**src/rtl/jtag_master.sv**
```systemverilog
// JTAG scan engine: sequences TAP reset, IR/DR scans and idle clocks on TCK/TMS/TDI,
// shifting data MSB-first and returning captured TDO bits through a response handshake.
module jtag_master #(
  parameter int DATA_WIDTH = 32,
  parameter int CLK_DIV    = 2
) (
  input  logic                  clk,
  input  logic                  rst,
  input  logic                  cmd_valid,
  output logic                  cmd_ready,
  input  logic [1:0]            cmd_type,
  input  logic [5:0]            cmd_length,
  input  logic [DATA_WIDTH-1:0] cmd_data,
  output logic                  rsp_valid,
  input  logic                  rsp_ready,
  output logic [DATA_WIDTH-1:0] rsp_data,
  output logic                  busy,
  output logic                  jtag_tck,
  output logic                  jtag_tms,
  output logic                  jtag_tdi,
  input  logic                  jtag_tdo
);

  typedef enum logic [2:0] {IDLE, HEADER, SHIFT, TRAILER, RESP} state_t;

  state_t                state, state_n;
  logic [1:0]            typ, typ_n;
  logic [5:0]            len, len_n, idx, idx_n, hdr_len, eff_len;
  logic [DATA_WIDTH-1:0] sh, sh_n, rsp, rsp_n;
  logic [15:0]           cnt, cnt_n;
  logic                  ph, ph_n, cap, cap_n;
  logic                  tck_n, tms_n, tdi_n, hdr_tms, is_scan;

  always_comb begin
    if (cmd_length == 6'd0)
      eff_len = 6'd1;
    else if (int'(cmd_length) > DATA_WIDTH)
      eff_len = 6'(DATA_WIDTH);
    else
      eff_len = cmd_length;
  end

  // Header covers the whole TMS walk for reset and idle commands, so they never shift.
  always_comb begin
    hdr_len = len;
    hdr_tms = 1'b0;
    case (typ)
      2'd0: begin hdr_len = 6'd6; hdr_tms = (idx < 6'd5);  end
      2'd1: begin hdr_len = 6'd4; hdr_tms = (idx < 6'd2);  end
      2'd2: begin hdr_len = 6'd3; hdr_tms = (idx == 6'd0); end
      default: begin hdr_len = len; hdr_tms = 1'b0; end
    endcase
  end

  assign is_scan   = (typ == 2'd1) || (typ == 2'd2);
  assign cmd_ready = (state == IDLE);
  assign busy      = !cmd_ready;
  assign rsp_valid = (state == RESP);
  assign rsp_data  = rsp;

  always_ff @(posedge clk) begin
    if (rst) begin
      state    <= IDLE;
      typ      <= 2'd0;
      len      <= 6'd0;
      idx      <= 6'd0;
      sh       <= '0;
      rsp      <= '0;
      cnt      <= 16'd0;
      ph       <= 1'b0;
      cap      <= 1'b0;
      jtag_tck <= 1'b0;
      jtag_tms <= 1'b0;
      jtag_tdi <= 1'b0;
    end else begin
      state    <= state_n;
      typ      <= typ_n;
      len      <= len_n;
      idx      <= idx_n;
      sh       <= sh_n;
      rsp      <= rsp_n;
      cnt      <= cnt_n;
      ph       <= ph_n;
      cap      <= cap_n;
      jtag_tck <= tck_n;
      jtag_tms <= tms_n;
      jtag_tdi <= tdi_n;
    end
  end

  // ph=1 means the next divider event opens a low phase (emit next bit or finish),
  // ph=0 means it raises TCK and samples TDO for the bit currently on the pins.
  always_comb begin
    state_n = state;
    typ_n   = typ;
    len_n   = len;
    idx_n   = idx;
    sh_n    = sh;
    rsp_n   = rsp;
    cnt_n   = cnt;
    ph_n    = ph;
    cap_n   = cap;
    tck_n   = jtag_tck;
    tms_n   = jtag_tms;
    tdi_n   = jtag_tdi;
    case (state)
      IDLE: begin
        if (cmd_valid) begin
          state_n = HEADER;
          typ_n   = cmd_type;
          len_n   = eff_len;
          idx_n   = 6'd0;
          sh_n    = cmd_data << (DATA_WIDTH - int'(eff_len));
          rsp_n   = '0;
          cnt_n   = 16'd0;
          ph_n    = 1'b1;
          cap_n   = 1'b0;
        end
      end
      HEADER, SHIFT, TRAILER: begin
        if (cnt != 16'd0) begin
          cnt_n = cnt - 16'd1;
        end else begin
          cnt_n = 16'(CLK_DIV - 1);
          if (!ph) begin
            ph_n  = 1'b1;
            tck_n = 1'b1;
            if (cap)
              rsp_n = {rsp[DATA_WIDTH-2:0], jtag_tdo};
          end else begin
            ph_n  = 1'b0;
            tck_n = 1'b0;
            tms_n = 1'b0;
            tdi_n = 1'b0;
            cap_n = 1'b0;
            if (state == HEADER) begin
              if (idx == hdr_len) begin
                state_n = RESP;
              end else begin
                tms_n = hdr_tms;
                idx_n = idx + 6'd1;
                if ((idx + 6'd1 == hdr_len) && is_scan) begin
                  state_n = SHIFT;
                  idx_n   = 6'd0;
                end
              end
            end else if (state == SHIFT) begin
              tms_n = (idx == len - 6'd1);
              tdi_n = sh[DATA_WIDTH-1];
              sh_n  = sh << 1;
              cap_n = 1'b1;
              if (idx == len - 6'd1) begin
                state_n = TRAILER;
                idx_n   = 6'd0;
              end else begin
                idx_n = idx + 6'd1;
              end
            end else begin
              if (idx == 6'd2) begin
                state_n = RESP;
              end else begin
                tms_n = (idx == 6'd0);
                idx_n = idx + 6'd1;
              end
            end
          end
        end
      end
      RESP: begin
        if (rsp_ready)
          state_n = IDLE;
      end
      default: state_n = IDLE;
    endcase
  end

endmodule

```
**config.mk**
```make
export PLATFORM = sky130hd
export DESIGN_NAME = jtag_master
export DESIGN_NICKNAME = d
export VERILOG_FILES = /design/src/rtl/jtag_master.sv
export SDC_FILE = /design/constraint.sdc
export NUM_CORES = 1
export LEC_CHECK = 0
export CAP_MARGIN = 20
export CORE_MARGIN = 8
export CORE_UTILIZATION = 57
export CTS_CLUSTER_SIZE = 8
export DETAILED_ROUTE_END_ITERATION = 10
export PLACE_DENSITY_LB_ADDON = 0.08
export SLEW_MARGIN = 20
export SYNTH_ARGS = -nofsm -noshare
export SYNTH_HDL_FRONTEND = slang
export SYNTH_SLANG_ARGS = --single-unit
```
**constraint.sdc**
```tcl
create_clock -name clk -period 4.5 [get_ports clk]
set_input_delay 0.9 -clock clk [delete_from_list [all_inputs] [get_ports clk]]
set_output_delay 0.9 -clock clk [all_outputs]
set_load 0.05 [all_outputs]
```
==> impl_results.md, run 1 <==
* Synth unique cells at 80
* Sw frac at 47.0%
* Slew @ Worst Pin at 0.874 ns
* Antenna Cells at 0
* DR WL met3 at 1340 µm
* Top cells by area, synth: dfxtp_1 (29%), a21oi_1 (5.8%), nand2_1 (5.8%), mux4_2 (5.5%), nand3_1 (3.9%)
* Min-Delay Path Class: reg2reg
* # H-tree levels at 3
* Comb power frac at 54.2%
* R2r startpoint: typ[1]
* Clk_lat worst skew at 0.35 ns
* RSZ-0062 raised after global routing: no
* FF+latch count, synth at about 100
* Status: complete, no violations
* Crit share post-route at 90.5%
* Port Buf Inserts at 82
* Post-Syn Area at around 0.007 mm²
* Share of layout cells above drive strength 1 at roughly 10%
* Synth Area per Inst at 7.87 µm²
* Post-Route Utilization at 69.0%
* Syn nets at ~940
* Clock Pin Slew Worst Setup and Hold Paths at around 0.07 ns
* Max Transition Viols Final at 0
* Share of Yosys cell area claimed by the top area cell type at 29.3%
* Fraction of registers with async set/reset at 0%
* Most frequent CP cell: o22ai_1
* Largest net degree at the start of global routing at 82
* Top FF cell, synth: dfxtp_1
* DIE AREA at 0.0160 mm²
* Max layer used: met4
* Setup TNS Final at 0 ns
* Detailed Routing Iterations Pass 1 at 6
* Commonest non-fill, non-tap cells in the layout: nand2_1 (107), dfxtp_1 (102), a21oi_1 (81), clkdlybuf4s50_1 (81), nor2_1 (62)
* Clock tree root driver cell: clkbuf_16
* Worst-path cell chain: clkdlybuf4s50_1 > or4_4 > a21oi_4 > inv_1 > ha_1 > nand2_1 > o31ai_4 > buf_6 > a22oi_1 > a2111oi_0 > or4_1 > o22ai_1 > o22ai_1
* Post-CTS Repair Setup Buffers at 0
* Via/cell ratio at 6.76
* Hold Crit Start: rsp_data[31]
* Met1 wire length at 8880 µm
* Final setup fails at 0
* CP required at ~4.7 ns
* CTS tree: built
* Slew HR at approximately 42%
* All-Layer GR Usage at 26.1%
* Critical Path Start Type: primary input
* # fillers at roughly 1,000
* Crit end category: flip-flop
* Worst path top cell family by delay: simple AND/OR/NAND/NOR gates
* Ys Warns at 0
* PwrDens at 543 mW/mm²
* Mapped Cells at 885
* Initial Util at a little under 60%
* Flop pwr share at between 20% and 30%
* Chip height at between 100 and 150 µm
* Critical path class: in2reg
* Post-synth EDFFs at 0
* DRC at 0
* Area Growth Syn to Fin at 18.4%
* R2R Setup Slk at ~1.3 ns
* Post_cts resized at 0
* Commonest non-fill, non-tap cell in the layout: nand2_1
* Min cycle time layout at 4.07 ns
* Hold EP: rsp_data[31]
* Initial detailed-routing violation count at 805
* Initial antenna violation count at 0
* Worst Path Arrival at between 4 and 5 ns
* Sequential fraction of the synthesis area at 29.3%
* Sw power at approximately 2.1 mW
* Maximum vdd ir drop at 0.478 mV
* Max Cap Viol at 0
* Final Skew at roughly 0.0086 ns
* CP max FO at 20
* FF+latch area at 0.00204 mm²
* Top Ports at 83
* Total congestion overflow at 0
* Global-route wire length before repair at around 35,000 µm
* Critical path buffer and inverter count at 3
* Core ar. at 0.0120 mm²
* Reg2Reg Depth at 8
* DP HPWL at 15,400 µm
* Detail Route Antenna Nets at 0
* Internal power at 2.37 mW
* Clock power share at between 10% and 20%
* Die width at ~130 µm
* Post-detailed-route wirelength per cell at 19.7 µm
* Cts hold-fix bufs at 0
* Vias at between 7,000 and 8,000
* Routed wl met2 at 10,500 µm
* Number of CTS-inserted buffers at 9
* Final RePlAce weighted congestion at 0.981
* Multi-input logic area at 0.00456 mm²
* Nets@finish at 994
* Critical path's largest stage delay at between 0.5 and 0.6 ns
* Lkg Pwr at 2.93 nW
* Vias in the first global route at 7,016
* Num rows at 40
* Max Clk Rate at 246 MHz
* Reg-to-reg critical path endpoint: state[0]
* Cell taking the most area after synthesis: dfxtp_1
* Hold Fails Final Rpt at 0
* Drt total wl at approximately 21,000 µm
* Hold path depth at 2
* CP max-delay cell: or4_4
* CTS max path bufs at 2
* # clock sinks at between 100 and 150
-- layout make-up --
type | instances | area share (%)
multi-input cells | 688 | 55.3
well taps | 147 | 2.23
inverters | 20 | 0.910
clock inverters | 5 | 0.789
repair buffers | 116 | 13.2
flip-flops and latches | 102 | 24.8
clock buffers | 11 | 2.82
-- cell families after synthesis --
kind of cell	Yosys count	share of synthesized area, %
buffers and inverters	95	5.82
adder cells (fa/ha/maj)	12	2.16
multiplexers	38	8.62
AO/OA/AOI/OAI	282	28.0
AND/OR/NAND/NOR	339	24.0
XOR/XNOR	17	2.14
flip-flops	102	29.3
-- stage by stage --
step	cells	hold slack, ns	area, µm²	power (mW)	worst slack [ns]
floorplan	885	0.432	6970	3.02	0.327
global placement	1072	0.440	7940	3.57	0.242
detailed placement	1072	0.451	7940	3.64	0.170
CTS	1088	0.462	8240	4.45	0.520
global route	1089	0.480	8250	4.78	0.276
finish	1089	0.463	8250	4.48	0.429
-- synthesized netlist by cell type, drive strengths merged (7+ instances only) --
library cell and number:
nand2 107, dfxtp 102, a21oi 83, nor2 63, clkbuf 56, nand3 54, o21ai 36, nor3 34
a22oi 24, a221oi 19, buf 19, inv 18, mux4 17, mux2i 15, or3 14, a211oi 13
a31oi 12, ha 12, and3 11, o22ai 11, nor2b 10, a2111oi 9, xor2 9, a311oi 8
nand2b 8, xnor2 8, nor4 7, o211a 7, o211ai 7
-- worst min-delay path: stages (launching register included) --
cell     delay (ns)
dfxtp_1        0.32
nand2_1        0.05
a21oi_1        0.05
-- flip-flops by register name, summed over array words and instances (netlist names) --
signal	count
jtag_tck	1
typ	2
ph	1
state	3
sh	32
cnt	16
jtag_tdi	1
rsp_data	32
cap	1
idx	6
len	6
jtag_tms	1
-- metal layers --
metal  global-route usage, %  vias up
met2                    44.0      337
met4                    11.0        0
met3                    4.69       58
met5                       0        -
met1                    32.1     3528
li1                        -     3440
-- worst max path at each step --
stage | depth (start not counted) | slack (ns) | start | endpoint
after floorplan | 15 | 0.33 | cmd_length[1] | sh[29]
after global placement | 11 | 0.24 | cmd_length[1] | sh[31]
after detailed placement | 12 | 0.17 | cmd_length[1] | sh[31]
after CTS | 12 | 0.52 | cmd_length[1] | sh[31]
after global routing | 13 | 0.28 | cmd_length[4] | sh[31]
final | 13 | 0.43 | cmd_length[1] | sh[31]
-- power groups by stage --
stage          Combinational, mW  Clock (mW)  Sequential (mW)
3_3_place_gp                2.30           0             1.27
2_1_floorplan               1.79           0             1.23
5_1_grt                     2.65       0.833             1.29
3_5_place_dp                2.36           0             1.28
4_1_cts                     2.39       0.801             1.26
6_report                    2.43       0.784             1.27
No activity file was read; power rests on OpenSTA's default activity.
==> run 2: changes to the inputs <==
--- a/config.mk
+++ b/config.mk
@@ -7,7 +7,7 @@
 export LEC_CHECK = 0
 export CAP_MARGIN = 20
 export CORE_MARGIN = 8
-export CORE_UTILIZATION = 57
+export CORE_UTILIZATION = 61
 export CTS_CLUSTER_SIZE = 8
 export DETAILED_ROUTE_END_ITERATION = 10
 export PLACE_DENSITY_LB_ADDON = 0.08
==> constraint.sdc (replaced) <==
create_clock -name clk -period 5.27 [get_ports clk]
set_input_delay 1.054 -clock clk [delete_from_list [all_inputs] [get_ports clk]]
set_output_delay 1.054 -clock clk [all_outputs]
set_load 0.05 [all_outputs]
==> run 2 against run 1 <==
Clock-buffer cell count down 2. Power down 15%. Clock skew about the same. Non-clock buffer count down 16. Largest cell class unchanged.
==> impl_results.md, run 2 (same netlist as run 1, synthesis figures left out) <==
* CTS tree: built
* Top Ports at 83
* DP HPWL at 15,200 µm
* Antenna Cells at 0
* DR WL met3 at 1750 µm
* DRC at 0
* Via/cell ratio at 6.92
* Post-CTS Repair Setup Buffers at 0
* Core ar. at 0.0113 mm²
* Sw power at 1.83 mW
* # fillers at 907
* Max Clk Rate at roughly 220 MHz
* Comb power frac at 53.6%
* All-Layer GR Usage at 27.7%
* Detail Route Antenna Nets at 0
* Area Growth Syn to Fin at 16.6%
* Critical Path Start Type: primary input
* Maximum vdd ir drop at 0.635 mV
* Lkg Pwr at between 2 and 3 nW
* Initial detailed-routing violation count at 977
* Number of CTS-inserted buffers at 9
* Routed wl met2 at 10,600 µm
* Clk_lat worst skew at between 0.3 and 0.4 ns
* Max layer used: met4
* Clock power share at 17.9%
* Status: complete, no violations
* Largest net degree at the start of global routing at 82
* Detailed Routing Iterations Pass 1 at 6
* Max Transition Viols Final at 0
* Post-Route Utilization at 72.1%
* Port Buf Inserts at 82
* # clock sinks at 102
* Slew HR at approximately a quarter
* Critical path class: in2reg
* Slew @ Worst Pin at about 1.1 ns
* Share of layout cells above drive strength 1 at 8.75%
* Worst Path Arrival at 4.90 ns
* # H-tree levels at 3
* Drt total wl at around 22,000 µm
* Min-Delay Path Class: reg2reg
* Num rows at 39
* Multi-input logic area at 0.00457 mm²
* Final RePlAce weighted congestion at 0.976
* Crit share post-route at 87.5%
* Hold Fails Final Rpt at 0
* Die width at 123 µm
* FF+latch area at 0.00204 mm²
* Total congestion overflow at 0
* RSZ-0062 raised after global routing: no
* DIE AREA at 0.0151 mm²
* CP max FO at 14
* Vias in the first global route at roughly 6,700
* Commonest non-fill, non-tap cells in the layout: nand2_1 (107), dfxtp_1 (102), a21oi_1 (81), clkdlybuf4s50_1 (81), nor2_1 (62)
* Internal power at between 1.5 and 2 mW
* Flop pwr share at approximately 28%
* CP required at 5.56 ns
* Clock Pin Slew Worst Setup and Hold Paths at approximately 0.07 ns
* Post-detailed-route wirelength per cell at 20.2 µm
* Clock tree root driver cell: clkbuf_16
* CTS max path bufs at 2
* Global-route wire length before repair at 33,900 µm
* Max Cap Viol at 0
* Chip height at 123 µm
* Cts hold-fix bufs at 0
* Vias at 7,396
* PwrDens at between 400 and 500 mW/mm²
* Commonest non-fill, non-tap cell in the layout: nand2_1
* Total power at ~3.8 mW
* Final Skew at 0.00867 ns
* Met1 wire length at 8450 µm
* Nets@finish at 978
* Initial Util at a little over 60%
* Initial antenna violation count at 0
* Setup TNS Final at 0 ns
* Crit end category: flip-flop
* Post_cts resized at 0
* Min cycle time layout at around 4.6 ns
* Final setup fails at 0
* Sw frac at between 40% and 50%
-- run 2: cell types whose count changed in the layout (fill, tap and decap cells not counted), sizes merged --
cell | previous run | this run
clkinv | 2 | 3
inv | 20 | 21
clkbuf | 11 | 9
buf | 35 | 19
-- run 2: metal layers --
| metal | GRT usage, % | up-vias |
|---|---|---|
| li1 | - | 3403 |
| met1 | 34.2 | 3523 |
| met2 | 46.2 | 398 |
| met3 | 5.43 | 72 |
| met4 | 11.7 | 0 |
| met5 | 0 | - |
-- run 2: final timing paths --
check | cells past startpoint | startpoint | end | slack, ns
min reg2reg | 2 | sh[0] | sh[0] | 0.46
max | 10 | cmd_length[3] | sh[28] | 0.66
max reg2reg | 8 | cnt[2] | sh[28] | 1.67
min | 2 | sh[0] | sh[0] | 0.46
-- run 2: area by class of cell --
class / instances / share of cell area, %
Tap cell: 143 / 2.20
Multi-Input combinational cell: 688 / 56.2
Clock buffer: 9 / 2.77
Timing Repair Buffer: 100 / 11.8
Sequential cell: 102 / 25.1
Inverter: 20 / 0.924
Clock inverter: 7 / 0.970
-- run 2: critical path: stages --
cell and delay [ns]:
clkdlybuf4s50_1 0.53, or4_4 0.61, a21oi_4 0.17, inv_1 0.06, ha_1 0.35, xor2_2 0.59, buf_4 0.34, mux4_2 0.54
a2111oi_0 0.47, or3_1 0.18
-- run 2: through the flow --
| stage | cell area, µm² | cells | setup slack, ns | hold slack [ns] |
|---|---|---|---|---|
| after floorplan | 6970 | 885 | 0.943 | 0.432 |
| after global routing | 8120 | 1069 | 0.465 | 0.486 |
| after global placement | 7800 | 1052 | 0.539 | 0.439 |
| after CTS | 8110 | 1068 | 0.744 | 0.462 |
| final | 8120 | 1069 | 0.659 | 0.457 |
| after detailed placement | 7810 | 1052 | 0.391 | 0.450 |
-- run 2: power groups by stage --
stage          logic [mW]  clock network (mW)  registers, mW
2_1_floorplan        1.53                   0           1.05
3_3_place_gp         1.90                   0           1.08
3_5_place_dp         1.97                   0           1.09
4_1_cts              1.99               0.695           1.08
5_1_grt              2.22               0.720           1.10
6_report             2.05               0.685           1.09
==> run 3: changes to the inputs <==
--- a/config.mk
+++ b/config.mk
@@ -8,6 +8,7 @@
 export CAP_MARGIN = 20
 export CORE_MARGIN = 8
 export CORE_UTILIZATION = 61
+export CTS_CLUSTER_DIAMETER = 80
 export CTS_CLUSTER_SIZE = 8
 export DETAILED_ROUTE_END_ITERATION = 10
 export PLACE_DENSITY_LB_ADDON = 0.08
==> results of run 3 <==
No change in the layout: final DEF, timing and power equal those of run 2.
